[config.mk]
export PLATFORM = sky130hd
export DESIGN_NAME = ifu_axil_fetch
export DESIGN_NICKNAME = d
export VERILOG_FILES = /design/src/rtl/ifu_axil_fetch.sv
export SDC_FILE = /design/constraint.sdc
export NUM_CORES = 1
export LEC_CHECK = 0
export BUFFER_PORTS_ARGS = -buffer_cell sky130_fd_sc_hd__buf_2
export CELL_PAD_IN_SITES_DETAIL_PLACEMENT = 1
export CELL_PAD_IN_SITES_GLOBAL_PLACEMENT = 2
export CORE_UTILIZATION = 23
export CTS_CLUSTER_DIAMETER = 40
export DETAILED_ROUTE_END_ITERATION = 16
export PLACE_DENSITY = 0.76
export SLEW_MARGIN = 20
export SYNTH_ARGS = -nofsm -noshare
export SYNTH_HDL_FRONTEND = slang
export SYNTH_SLANG_ARGS = --single-unit
[constraint.sdc]
create_clock -name clk -period 2.2 [get_ports clk]
set_clock_uncertainty 0.15 [all_clocks]
set_input_delay 0.11 -clock clk [delete_from_list [all_inputs] [get_ports clk]]
set_output_delay 0.11 -clock clk [all_outputs]
set_load 0.02 [all_outputs]
[src/rtl/ifu_axil_fetch.sv]
// ifu_axil_fetch: single-outstanding AXI4-Lite instruction fetch feeding decode
// Optional feature macro: IFU_TIMEOUT_EN (per-phase AR/R watchdog that aborts with ebreak)
// Ports:
//   clk, rst         clock, asynchronous active-high reset
//   pc, s_valid      fetch request (address sampled when s_valid && s_ready)
//   s_ready          high only while idle
//   inst, pc_out     fetched word and its address, held while m_valid
//   m_valid, m_ready decode handshake
//   fetch_err        marks the current m_valid beat as a failed fetch
//   araddr, arvalid, arready            AXI read address channel
//   rdata, rresp, rvalid, rready        AXI read data channel
module ifu_axil_fetch #(
    parameter int ADDR_W  = 32,
    parameter int DATA_W  = 32,
    parameter int TIMEOUT = 255
) (
    input  logic              clk,
    input  logic              rst,
    input  logic [ADDR_W-1:0] pc,
    input  logic              s_valid,
    output logic              s_ready,
    output logic [DATA_W-1:0] inst,
    output logic [ADDR_W-1:0] pc_out,
    output logic              m_valid,
    input  logic              m_ready,
    output logic              fetch_err,
    output logic [ADDR_W-1:0] araddr,
    output logic              arvalid,
    input  logic              arready,
    input  logic [DATA_W-1:0] rdata,
    input  logic [1:0]        rresp,
    input  logic              rvalid,
    output logic              rready
);
    typedef enum logic [1:0] {IDLE, AR, R, HOLD} state_t;
    localparam logic [DATA_W-1:0] EBREAK = DATA_W'(32'h0010_0073);

    if (DATA_W != 32) begin : g_bad_data_w
        $error("ifu_axil_fetch supports DATA_W == 32 only");
    end
    if (TIMEOUT < 1) begin : g_bad_timeout
        $error("ifu_axil_fetch requires TIMEOUT >= 1");
    end

    state_t            state_q, state_d;
    logic [ADDR_W-1:0] addr_q, addr_d;
    logic [DATA_W-1:0] inst_q, inst_d;
    logic              err_q, err_d;
    logic              s_ready_q, arvalid_q, rready_q, m_valid_q;

`ifdef IFU_TIMEOUT_EN
    localparam int CW = $clog2(TIMEOUT + 1);
    logic [CW-1:0] cnt_q, cnt_d;
    logic          busy, entering;
    assign busy     = (state_q == AR) || (state_q == R);
    assign entering = (state_d != state_q) && ((state_d == AR) || (state_d == R));
    assign cnt_d    = entering ? '0 : busy ? cnt_q + CW'(1) : cnt_q;
`endif

    always_comb begin
        state_d = state_q;
        addr_d  = addr_q;
        inst_d  = inst_q;
        err_d   = err_q;
        case (state_q)
            IDLE: if (s_valid) begin
                addr_d  = pc;
                state_d = AR;
            end
            AR:   if (arready) state_d = R;
            R:    if (rvalid) begin
                inst_d  = (rresp == 2'b00) ? rdata : EBREAK;
                err_d   = (rresp != 2'b00);
                state_d = HOLD;
            end
            HOLD: if (m_ready) state_d = IDLE;
            default: state_d = IDLE;
        endcase
`ifdef IFU_TIMEOUT_EN
        // a completing handshake in the same cycle wins over the watchdog
        if (busy && cnt_q == CW'(TIMEOUT) && state_d == state_q) begin
            inst_d  = EBREAK;
            err_d   = 1'b1;
            state_d = HOLD;
        end
`endif
    end

    // handshake outputs are registered copies of the next state
    always_ff @(posedge clk or posedge rst) begin
        if (rst) begin
            state_q   <= IDLE;
            addr_q    <= '0;
            inst_q    <= '0;
            err_q     <= 1'b0;
            s_ready_q <= 1'b1;
            arvalid_q <= 1'b0;
            rready_q  <= 1'b0;
            m_valid_q <= 1'b0;
`ifdef IFU_TIMEOUT_EN
            cnt_q     <= '0;
`endif
        end else begin
            state_q   <= state_d;
            addr_q    <= addr_d;
            inst_q    <= inst_d;
            err_q     <= err_d;
            s_ready_q <= (state_d == IDLE);
            arvalid_q <= (state_d == AR);
            rready_q  <= (state_d == R);
            m_valid_q <= (state_d == HOLD);
`ifdef IFU_TIMEOUT_EN
            cnt_q     <= cnt_d;
`endif
        end
    end

    assign s_ready   = s_ready_q;
    assign arvalid   = arvalid_q;
    assign rready    = rready_q;
    assign m_valid   = m_valid_q;
    assign araddr    = addr_q;
    assign pc_out    = addr_q;
    assign inst      = inst_q;
    assign fetch_err = err_q;
endmodule

==> results.py, run 1 <==
metrics = {
    "detailed_routing": {
        "num_vias": 2318,
        "drt_iter0_markers": 39,
        "dr.pass1.iters": 2,
        "ant_nets": 0,
        "postRouteWirelength_um": 8110,
        "wl_per_cell_um": 14.0,
        "drc_errors": 0,
        "viasPerCell": 4.01,
    },
    "critical_path": {
        "critPathMaxFanout": 10,
        "worstSetupStartpointType": "register",
        "r2r-end": "inst[5]",
        "crit_path_cell_trace": "nand3b_4 -> or3_1 -> o22a_1",
        "max_stage_delay_ns": 0.48,
        "cp_num_buf_inv": 0,
        "required_ns": 2.26,
        "timing.rr.start": "state_q[0]",
        "reg2reg_slack_ns": 0.48,
        "crit_slowest_cell": "dfrtp_1",
        "worstPathArrival_ns": 1.78,
        "critical_path_depth": 3,
        "r2r_cells": 3,
        "path_delay_family": "simple AND/OR/NAND/NOR gates",
        "cp-end-kind": "register",
        "setup.worst_path.end": "inst[5]",
        "worstSetupStartpoint": "state_q[0]",
        "crit_type": "reg -> reg",
    },
    "logic_synthesis": {
        "yosysTopAreaCell": "dfrtp_1",
        "yosysWarnings": 0,
        "syn-num-nets": 268,
        "syn_avg_cell_area_um2": 14.7,
        "yosysTopAreaCellShare_pct": 60.9,
        "synth_cell_types": 21,
        "yosys-top-cells-area": "dfrtp_1 61%, mux2_2 13%, buf_4 9.7%",
        "synth-seq-area-share_pct": 61.8,
        "synth_area_um2": 2880,
        "synth_cells": 196,
        "synth.ff_latch_count": 71,
    },
    "clock_tree": {
        "insertion_delay_ns": 0.32,
        "ctsLongestPathBuffers": 2,
        "h-tree-depth": 3,
        "clkSlewWorstSetupHoldPaths_ns": 0.06,
        "cts_tree": "built",
        "root_buffer": "clkbuf_16",
        "cts_inserted_buffers": 9,
        "ctsResizeCount": 0,
        "cts.sinks": 71,
        "post-cts-setup-buffers": 0,
    },
    "global_routing": {
        "grt_usage_pct": 13.1,
        "grt_pass1_vias": 2611,
        "gr-total-overflow": 0,
        "antenna_found_initial": 0,
        "grt_max_degree": 72,
        "grt_first_pass_wirelength_um": 13100,
    },
    "cells_and_area": {
        "mostFrequentLayoutCell": "buf_2",
        "area_delta_synth_final_pct": 60.5,
        "antennaDiodeCount": 0,
        "final_cell_mix": "172 x buf_2, 70 x dfrtp_1, 66 x dlygate4sd3_1",
        "layout-drive-gt1-share_pct": 54.9,
        "final_nets": 478,
    },
    "die": {
        "initial_utilization_pct": 23.8,
        "die_y_um": 114,
        "ios": 173,
        "coreArea_um2": 12100,
        "die_area_um2": 13000,
        "rows": 40,
        "chipWidth_um": 114,
    },
    "timing": {
        "rsz0062_at_grt": "false",
        "min_period_ns": 1.72,
        "setup_tns_ns": 0,
        "setup_viol_count_final": 0,
        "whs_ns": 0.0379,
        "worst_slew_pin_slew_ns": 0.380,
        "max_freq_ghz": 0.583,
        "slew_viol_final": 0,
        "slew_headroom_pct": 74.5,
        "period_share_pct": 78.0,
        "finalHoldViolations": 0,
    },
    "min_path": {
        "hold_depth": 3,
        "hold_class": "in -> reg",
    },
    "power_and_ir_drop": {
        "ir_worst_vdd_mv": 0.400,
        "p_comb_share_pct": 46.6,
        "switchingPower_uw": 2770,
        "power.share.clock_pct": 18.9,
        "seq_power_share_pct": 34.4,
        "power.density_nw_per_um2": 1460,
        "p_int_uw": 3970,
        "leakage_uw": 0.00231,
        "swShare_pct": 41.1,
    },
    "placed_design": {
        "numPortBuffers": 172,
        "gp_congestion": 0.659,
        "dp_hpwl_um": 5160,
    },
    "job": {
        "maxCapViolations": 0,
    },
    "outcome": {
        "status": "finished, final reports clean",
    },
}
## logic make-up (layout without fill, tap and decap cells)
kind of cell	count (synthesis)	count (layout)	share of synthesized area (%)
muxes	34	34	13.7
and+or+nand+nor	11	11	3.26
DFF	71	71	61.8
AOI/OAI and AO/OA	34	34	10.1
buffers and inverters	46	260	11.2
## worst min-delay path by stage
| stage | start | to | slack (ns) |
|---|---|---|---|
| after floorplan | rdata[0] | inst[0] | 0.09 |
| after global placement | rst | arvalid | 0.07 |
| after detailed placement | rst | rready | 0.08 |
| after CTS | arready | state_q[1] | 0.01 |
| after global routing | arready | state_q[1] | 0.04 |
| final | rvalid | m_valid | 0.04 |
## synthesized netlist by cell type
master / instances
clkbuf_1: 3
dfrtp_1: 70
dfstp_2: 1
a31oi_1: 1
a21oi_1: 1
buf_4: 37
and3b_1: 1
mux2i_1: 1
a22o_1: 26
mux4_2: 1
nor2b_1: 3
nor2_1: 3
inv_1: 3
or3_1: 1
buf_6: 1
nor3_4: 1
nor3b_2: 1
buf_2: 2
o22a_1: 6
mux2_2: 32
nand3b_4: 1
## metrics by stage
stage / util, % / setup slack [ns] / instance area, um^2 / cells / power (uW)
floorplan: - / 0.145 / 2880 / 196 / 4660
global placement: 30.5 / 0.552 / 3700 / 497 / 5330
detailed placement: 30.5 / 0.488 / 3700 / 497 / 5400
CTS: 38.1 / 0.479 / 4620 / 578 / 6810
global route: 38.1 / 0.413 / 4620 / 578 / 7170
finish: 38.1 / 0.485 / 4620 / 578 / 6750
## flip-flops by register name, indices dropped and copies added, names as in the netlist
signal and flops:
araddr 32, inst 32, state_q 2, arvalid 1, fetch_err 1, m_valid 1
rready 1, s_ready 1
## area by class of cell
type                            instances  area, um^2
Clock buffer                           14         254
Clock inverter                          1        5.00
Tap cell                              168         210
Inverter                                3        11.3
Timing Repair Buffer                  242        1580
Fill cell                            1357        7490
Multi-Input combinational cell         79         785
Sequential cell                        71        1780
## metal layers
layer / track usage, % / share of wire, % / vias to the layer above
li1: - / - / 1082
met1: 14.4 / 40 / 1103
met2: 23.7 / 51 / 121
met3: 3.35 / 7.5 / 12
met4: 6.23 / 1.8 / 0
met5: 0 / 0 / -
## what timing repair did
action / 4_1_cts / 5_1_grt
hold buffers: 66 / 0
endpoints found under the hold margin: 135 / 0
setup endpoints to repair: 0 / 0
## worst min-delay path, stage by stage
cell,delay (ns)
buf_2,0.13
mux2i_1,0.14
nor2b_1,0.08
## power groups by stage
stage	clock network, uW	logic, uW	registers, uW
6_report	1280	3150	2320
4_1_cts	1330	3150	2330
5_1_grt	1400	3350	2420
3_3_place_gp	0	3020	2310
3_5_place_dp	0	3070	2330
2_1_floorplan	0	1670	2990
No activity file was read; power rests on OpenSTA's default activity.
==> run 2, diff against run 1 <==
ABC_AREA = 1   (was default)
PLACE_DENSITY = 0.8   (was 0.76)
clock period = 1.6 ns   (was 2.2 ns; I/O delays follow)
==> results.py, run 2 <==
metrics = {
    "outcome": {
        "status": "finished, final reports clean",
    },
    "critical_path": {
        "crit_slowest_cell": "dfrtp_1",
        "worstPathArrival_ns": 1.55,
        "worstSetupStartpointType": "register",
        "path_delay_family": "simple AND/OR/NAND/NOR gates",
        "crit_path_cell_trace": "inv_2 -> nand3_4 -> nor2_8 -> nand2_1 -> nand2_1",
        "critPathMaxFanout": 27,
        "crit_top_cell": "nand2_1",
        "cp-end-kind": "register",
        "reg2reg_slack_ns": 0.16,
        "max_stage_delay_ns": 0.41,
        "crit_type": "reg -> reg",
        "required_ns": 1.72,
        "cp_num_buf_inv": 1,
    },
    "global_routing": {
        "grt_usage_pct": 14.8,
        "grt_pass1_vias": 3028,
        "antenna_found_initial": 0,
        "grt_first_pass_wirelength_um": 15100,
        "gr-total-overflow": 0,
        "grt_max_degree": 72,
    },
    "detailed_routing": {
        "num_vias": 2870,
        "dr.pass1.iters": 4,
        "viasPerCell": 3.97,
        "wl_per_cell_um": 13.1,
        "postRouteWirelength_um": 9490,
        "drt_iter0_markers": 64,
        "ant_nets": 0,
        "drc_errors": 0,
    },
    "placed_design": {
        "dp_hpwl_um": 6240,
        "numPortBuffers": 172,
        "gp_congestion": 0.712,
        "post-place-ws_ns": 0.141,
        "dpl_cell_area_um2": 3800,
    },
    "power_and_ir_drop": {
        "leakage_uw": 0.00276,
        "ir_worst_vdd_mv": 0.692,
        "p_comb_share_pct": 45.9,
        "seq_power_share_pct": 33.8,
        "power.density_nw_per_um2": 1990,
        "power.share.clock_pct": 20.3,
        "switchingPower_uw": 4190,
        "finalPower_uw": 9460,
        "swShare_pct": 44.2,
        "p_int_uw": 5280,
    },
    "logic_synthesis": {
        "synth.most_common_cell": "nand2_1",
        "yosysTopAreaCellShare_pct": 58.9,
        "synth_area_um2": 2970,
        "synthTopCellsByCount": "191 x nand2_1, 70 x dfrtp_1, 32 x buf_4",
        "syn-num-nets": 408,
        "yosysTopAreaCell": "dfrtp_1",
        "syn_avg_cell_area_um2": 8.84,
        "synth_cells": 336,
        "synth.ff_latch_count": 71,
        "ys.flop_type": "dfrtp_1",
        "yosys-top-cells-area": "dfrtp_1 59%, nand2_1 24%, buf_4 8.1%",
        "yosysWarnings": 0,
        "synth-seq-area-share_pct": 59.8,
        "synth_edf_count": 0,
        "synthArstFlopShare_pct": 100,
        "synth_cell_types": 17,
    },
    "cells_and_area": {
        "final_area_um2": 4760,
        "antennaDiodeCount": 0,
        "layout-drive-gt1-share_pct": 36.5,
        "final_cell_mix": "191 x nand2_1, 172 x buf_2, 70 x dfrtp_1",
        "seqCellArea_um2": 1780,
        "nFillCells": 1535,
        "mostFrequentLayoutCell": "nand2_1",
        "area_delta_synth_final_pct": 60.1,
        "multi_input_area_um2": 852,
        "final_nets": 618,
    },
    "timing": {
        "slew_viol_final": 0,
        "slew_headroom_pct": 72.7,
        "whs_ns": 0.0103,
        "period_share_pct": 89.7,
        "worst_slew_pin_slew_ns": 0.410,
        "setup_viol_count_final": 0,
        "min_period_ns": 1.44,
        "rsz0062_at_grt": "false",
        "finalHoldViolations": 0,
        "setup_slack_ns": 0.165,
        "setup_tns_ns": 0,
        "max_freq_ghz": 0.697,
    },
    "die": {
        "coreArea_um2": 12600,
        "die_area_um2": 13400,
        "ios": 173,
        "die_y_um": 116,
        "initial_utilization_pct": 23.5,
        "chipWidth_um": 116,
        "rows": 41,
    },
    "clock_tree": {
        "clkSlewWorstSetupHoldPaths_ns": 0.05,
        "cts_inserted_buffers": 9,
        "h-tree-depth": 3,
        "cts_tree": "built",
        "insertion_delay_ns": 0.33,
        "root_buffer": "clkbuf_16",
        "ctsLongestPathBuffers": 2,
        "post-cts-setup-buffers": 0,
        "cts.sinks": 71,
    },
    "job": {
        "maxCapViolations": 0,
    },
    "min_path": {
        "hold_class": "in -> reg",
    },
}
[run 2: cell types whose count changed in the layout (fill, tap and decap cells not counted), sizes merged, moves of 2 or more]
| cell | delta |
|---|---|
| nand3 | +5 |
| o22a | -6 |
| inv | +4 |
| nor2b | -3 |
| clkinv | +2 |
| nand2 | +191 |
| o21ai | +6 |
| mux2 | -32 |
| a22o | -26 |
| nor2 | +6 |
[run 2: final timing paths]
path                            cells after the start         end  startpoint
worst min register to register                      2    inst[14]    inst[14]
max in group asynchronous                           4  araddr[17]         rst
worst max-delay path                                5    inst[28]  state_q[0]
min in group asynchronous                           4      rready         rst
worst min-delay path                                5  araddr[23]     s_valid
worst max register to register                      5    inst[28]  state_q[0]
[run 2: logic make-up after synthesis]
| family | Yosys count | share of synthesized area, % |
|---|---|---|
| AND/OR/NAND/NOR | 207 | 27.7 |
| flip-flops | 71 | 59.8 |
| AO/OA/AOI/OAI | 6 | 1.01 |
| buffers and inverters | 52 | 11.5 |
[run 2: what timing repair did]
action,in CTS,in global routing
hold endpoints to repair,135,0
resized for setup,0,0
hold buffers,66,0
endpoints found under the setup margin,0,4
[run 2: per-stage QoR]
stage,utilization [%],instances
6_report,37.7,723
4_1_cts,37.7,723
3_5_place_dp,30.1,641
3_3_place_gp,30.1,641
2_1_floorplan,-,336
5_1_grt,37.7,723
[run 2: worst reg2reg max path: stages (launching register included)]
cell and delay, ns:
dfrtp_1 0.41, inv_2 0.11, nand3_4 0.16, nor2_8 0.36, nand2_1 0.11, nand2_1 0.08
[run 2: cell type report]
class	count	share of cell area [%]
Sequential cell	71	37.4
Timing Repair Buffer	243	33.3
Multi-Input combinational cell	213	17.9
Clock buffer	13	5.89
Tap cell	172	4.52
Inverter	8	0.710
Clock inverter	3	0.316
[run 2: routing by layer]
metal / part of all wire (%) / vias to the layer above / GRT usage, %
met5: 0 / - / 0
met4: 1.7 / 0 / 6.15
met3: 8.2 / 10 / 4.03
met2: 48 / 136 / 25.3
met1: 43 / 1324 / 17.5
li1: - / 1400 / -
[run 2: power groups by stage]
stage	Combinational, uW	Clock (uW)	Sequential (uW)
floorplan	2120	0	4130
global placement	4160	0	3180
detailed placement	4230	0	3210
CTS	4360	2010	3200
global route	4780	2070	3310
finish	4340	1920	3200
==> run 3, diff against run 2 <==
CORE_UTILIZATION = 24   (was 23)
CTS_BUF_LIST = sky130_fd_sc_hd__clkbuf_4   (was default)
PLACE_DENSITY = 0.83   (was 0.8)
REMOVE_ABC_BUFFERS = 1   (was default)
TNS_END_PERCENT = 50   (was default)
==> results.py, run 3 (synthesis results as in run 2) <==
metrics = {
    "outcome": {
        "status": "finished, final reports clean",
    },
    "placed_design": {
        "place_inst": 637,
        "numPortBuffers": 172,
        "dp_hpwl_um": 5760,
        "post-place-ws_ns": 0.162,
        "gp_congestion": 0.714,
    },
    "die": {
        "rows": 40,
        "die_y_um": 113,
        "chipWidth_um": 113,
        "coreArea_um2": 12100,
        "initial_utilization_pct": 24.6,
        "die_area_um2": 12800,
        "ios": 173,
    },
    "clock_tree": {
        "clkSlewWorstSetupHoldPaths_ns": 0.13,
        "cts_inserted_buffers": 9,
        "ctsResizeCount": 0,
        "cts_tree": "built",
        "post-cts-setup-buffers": 0,
        "h-tree-depth": 3,
        "ctsLongestPathBuffers": 2,
        "root_buffer": "clkbuf_4",
        "insertion_delay_ns": 0.41,
        "cts.sinks": 71,
    },
    "timing": {
        "worst_slew_pin_slew_ns": 0.390,
        "setup_tns_ns": 0,
        "whs_ns": 0.101,
        "finalHoldViolations": 0,
        "setup_slack_ns": 0.135,
        "rsz0062_at_grt": "false",
        "slew_headroom_pct": 74.0,
        "setup_viol_count_final": 0,
        "period_share_pct": 91.6,
        "max_freq_ghz": 0.683,
        "slew_viol_final": 0,
        "min_period_ns": 1.46,
    },
    "power_and_ir_drop": {
        "power.share.clock_pct": 13.3,
        "power.density_nw_per_um2": 1870,
        "swShare_pct": 47.4,
        "ir_worst_vdd_mv": 0.664,
        "leakage_uw": 0.00269,
        "p_comb_share_pct": 50.0,
        "p_int_uw": 4540,
        "switchingPower_uw": 4090,
        "seq_power_share_pct": 36.7,
    },
    "critical_path": {
        "worstSetupStartpointType": "register",
        "worstPathArrival_ns": 1.66,
        "crit_top_cell": "nand2_1",
        "cp-end-kind": "register",
        "max_stage_delay_ns": 0.44,
        "critPathMaxFanout": 27,
        "crit_slowest_cell": "dfrtp_1",
        "crit_type": "reg -> reg",
        "crit_path_cell_trace": "inv_2 -> nand3_4 -> nor2_8 -> nand2_1 -> nand2_1",
        "required_ns": 1.80,
    },
    "detailed_routing": {
        "drt_iter0_markers": 119,
        "dr.pass1.iters": 4,
        "wl_per_cell_um": 12.8,
        "drc_errors": 0,
        "viasPerCell": 4.02,
        "ant_nets": 0,
        "num_vias": 2903,
        "postRouteWirelength_um": 9220,
    },
    "global_routing": {
        "grt_max_degree": 72,
        "met1_usage_pct": 17.2,
        "grt_use_met2_pct": 26.5,
        "grt.met3_usage_pct": 4.28,
        "gr-total-overflow": 0,
        "grt_first_pass_wirelength_um": 15100,
        "top_usage_layer": "met2",
        "antenna_found_initial": 0,
        "grt_pass1_vias": 3053,
        "grt_usage_pct": 14.8,
    },
    "cells_and_area": {
        "antennaDiodeCount": 0,
        "final_cell_mix": "191 x nand2_1, 172 x buf_2, 70 x dfrtp_1",
        "layout-drive-gt1-share_pct": 36.1,
        "area_delta_synth_final_pct": 55.6,
        "post-route-util_pct": 38.3,
        "multi_input_area_um2": 852,
        "mostFrequentLayoutCell": "nand2_1",
        "final_nets": 621,
        "instances_no_fill": 722,
        "nFillCells": 1467,
        "seqCellArea_um2": 1780,
    },
    "job": {
        "maxCapViolations": 0,
    },
    "min_path": {
        "hold_class": "in -> reg",
    },
}
run 3: what timing repair did:
action                                 in CTS  in global routing
hold buffers                               69                  0
setup endpoints to repair                   0                  0
endpoints found under the hold margin     142                  0
run 3: through the flow:
stage / area [um^2] / power, uW
detailed placement: 3790 / 7400
global route: 4620 / 9270
CTS: 4620 / 8730
finish: 4620 / 8630
floorplan: 2660 / 5660
global placement: 3790 / 7290
run 3: worst paths after layout:
path | to | slack, ns | start | cells past startpoint
worst max register to register | inst[24] | 0.14 | state_q[0] | 5
min in group asynchronous | m_valid | 0.13 | rst | 4
worst max-delay path | inst[24] | 0.14 | state_q[0] | 5
worst min register to register | inst[13] | 0.34 | inst[13] | 2
max in group asynchronous | araddr[10] | 0.86 | rst | 4
worst min-delay path | inst[0] | 0.10 | rresp[1] | 4
run 3: power by group through the flow:
| stage | registers, uW | logic [uW] | clock network [uW] |
|---|---|---|---|
| after floorplan | 4630 | 1030 | 0 |
| after global placement | 3160 | 4130 | 0 |
| after detailed placement | 3190 | 4210 | 0 |
| after CTS | 3170 | 4340 | 1220 |
| after global routing | 3290 | 4710 | 1270 |
| final | 3170 | 4310 | 1150 |
run 3: layout make-up:
class                   instances  share of cell area, %
clock buffers                   9                   1.46
multi-input cells             213                   18.4
flip-flops and latches         71                   38.5
well taps                     168                   4.55
repair buffers                246                   34.9
inverters                       8                  0.650
clock inverters                 7                   1.54
run 3: worst max-delay path: cells and delay by family (launching register included):
| family | cells | cell delay, ns |
|---|---|---|
| simple gates | 4 | 0.70 |
| flops | 1 | 0.44 |
| buf+inv | 1 | 0.11 |
run 3: layer usage:
metal  up-vias  share of wire (%)
li1       1408                  -
met1      1362                 42
met2       122                 50
met3        11                6.6
met4         0                1.1
met5         -                  0
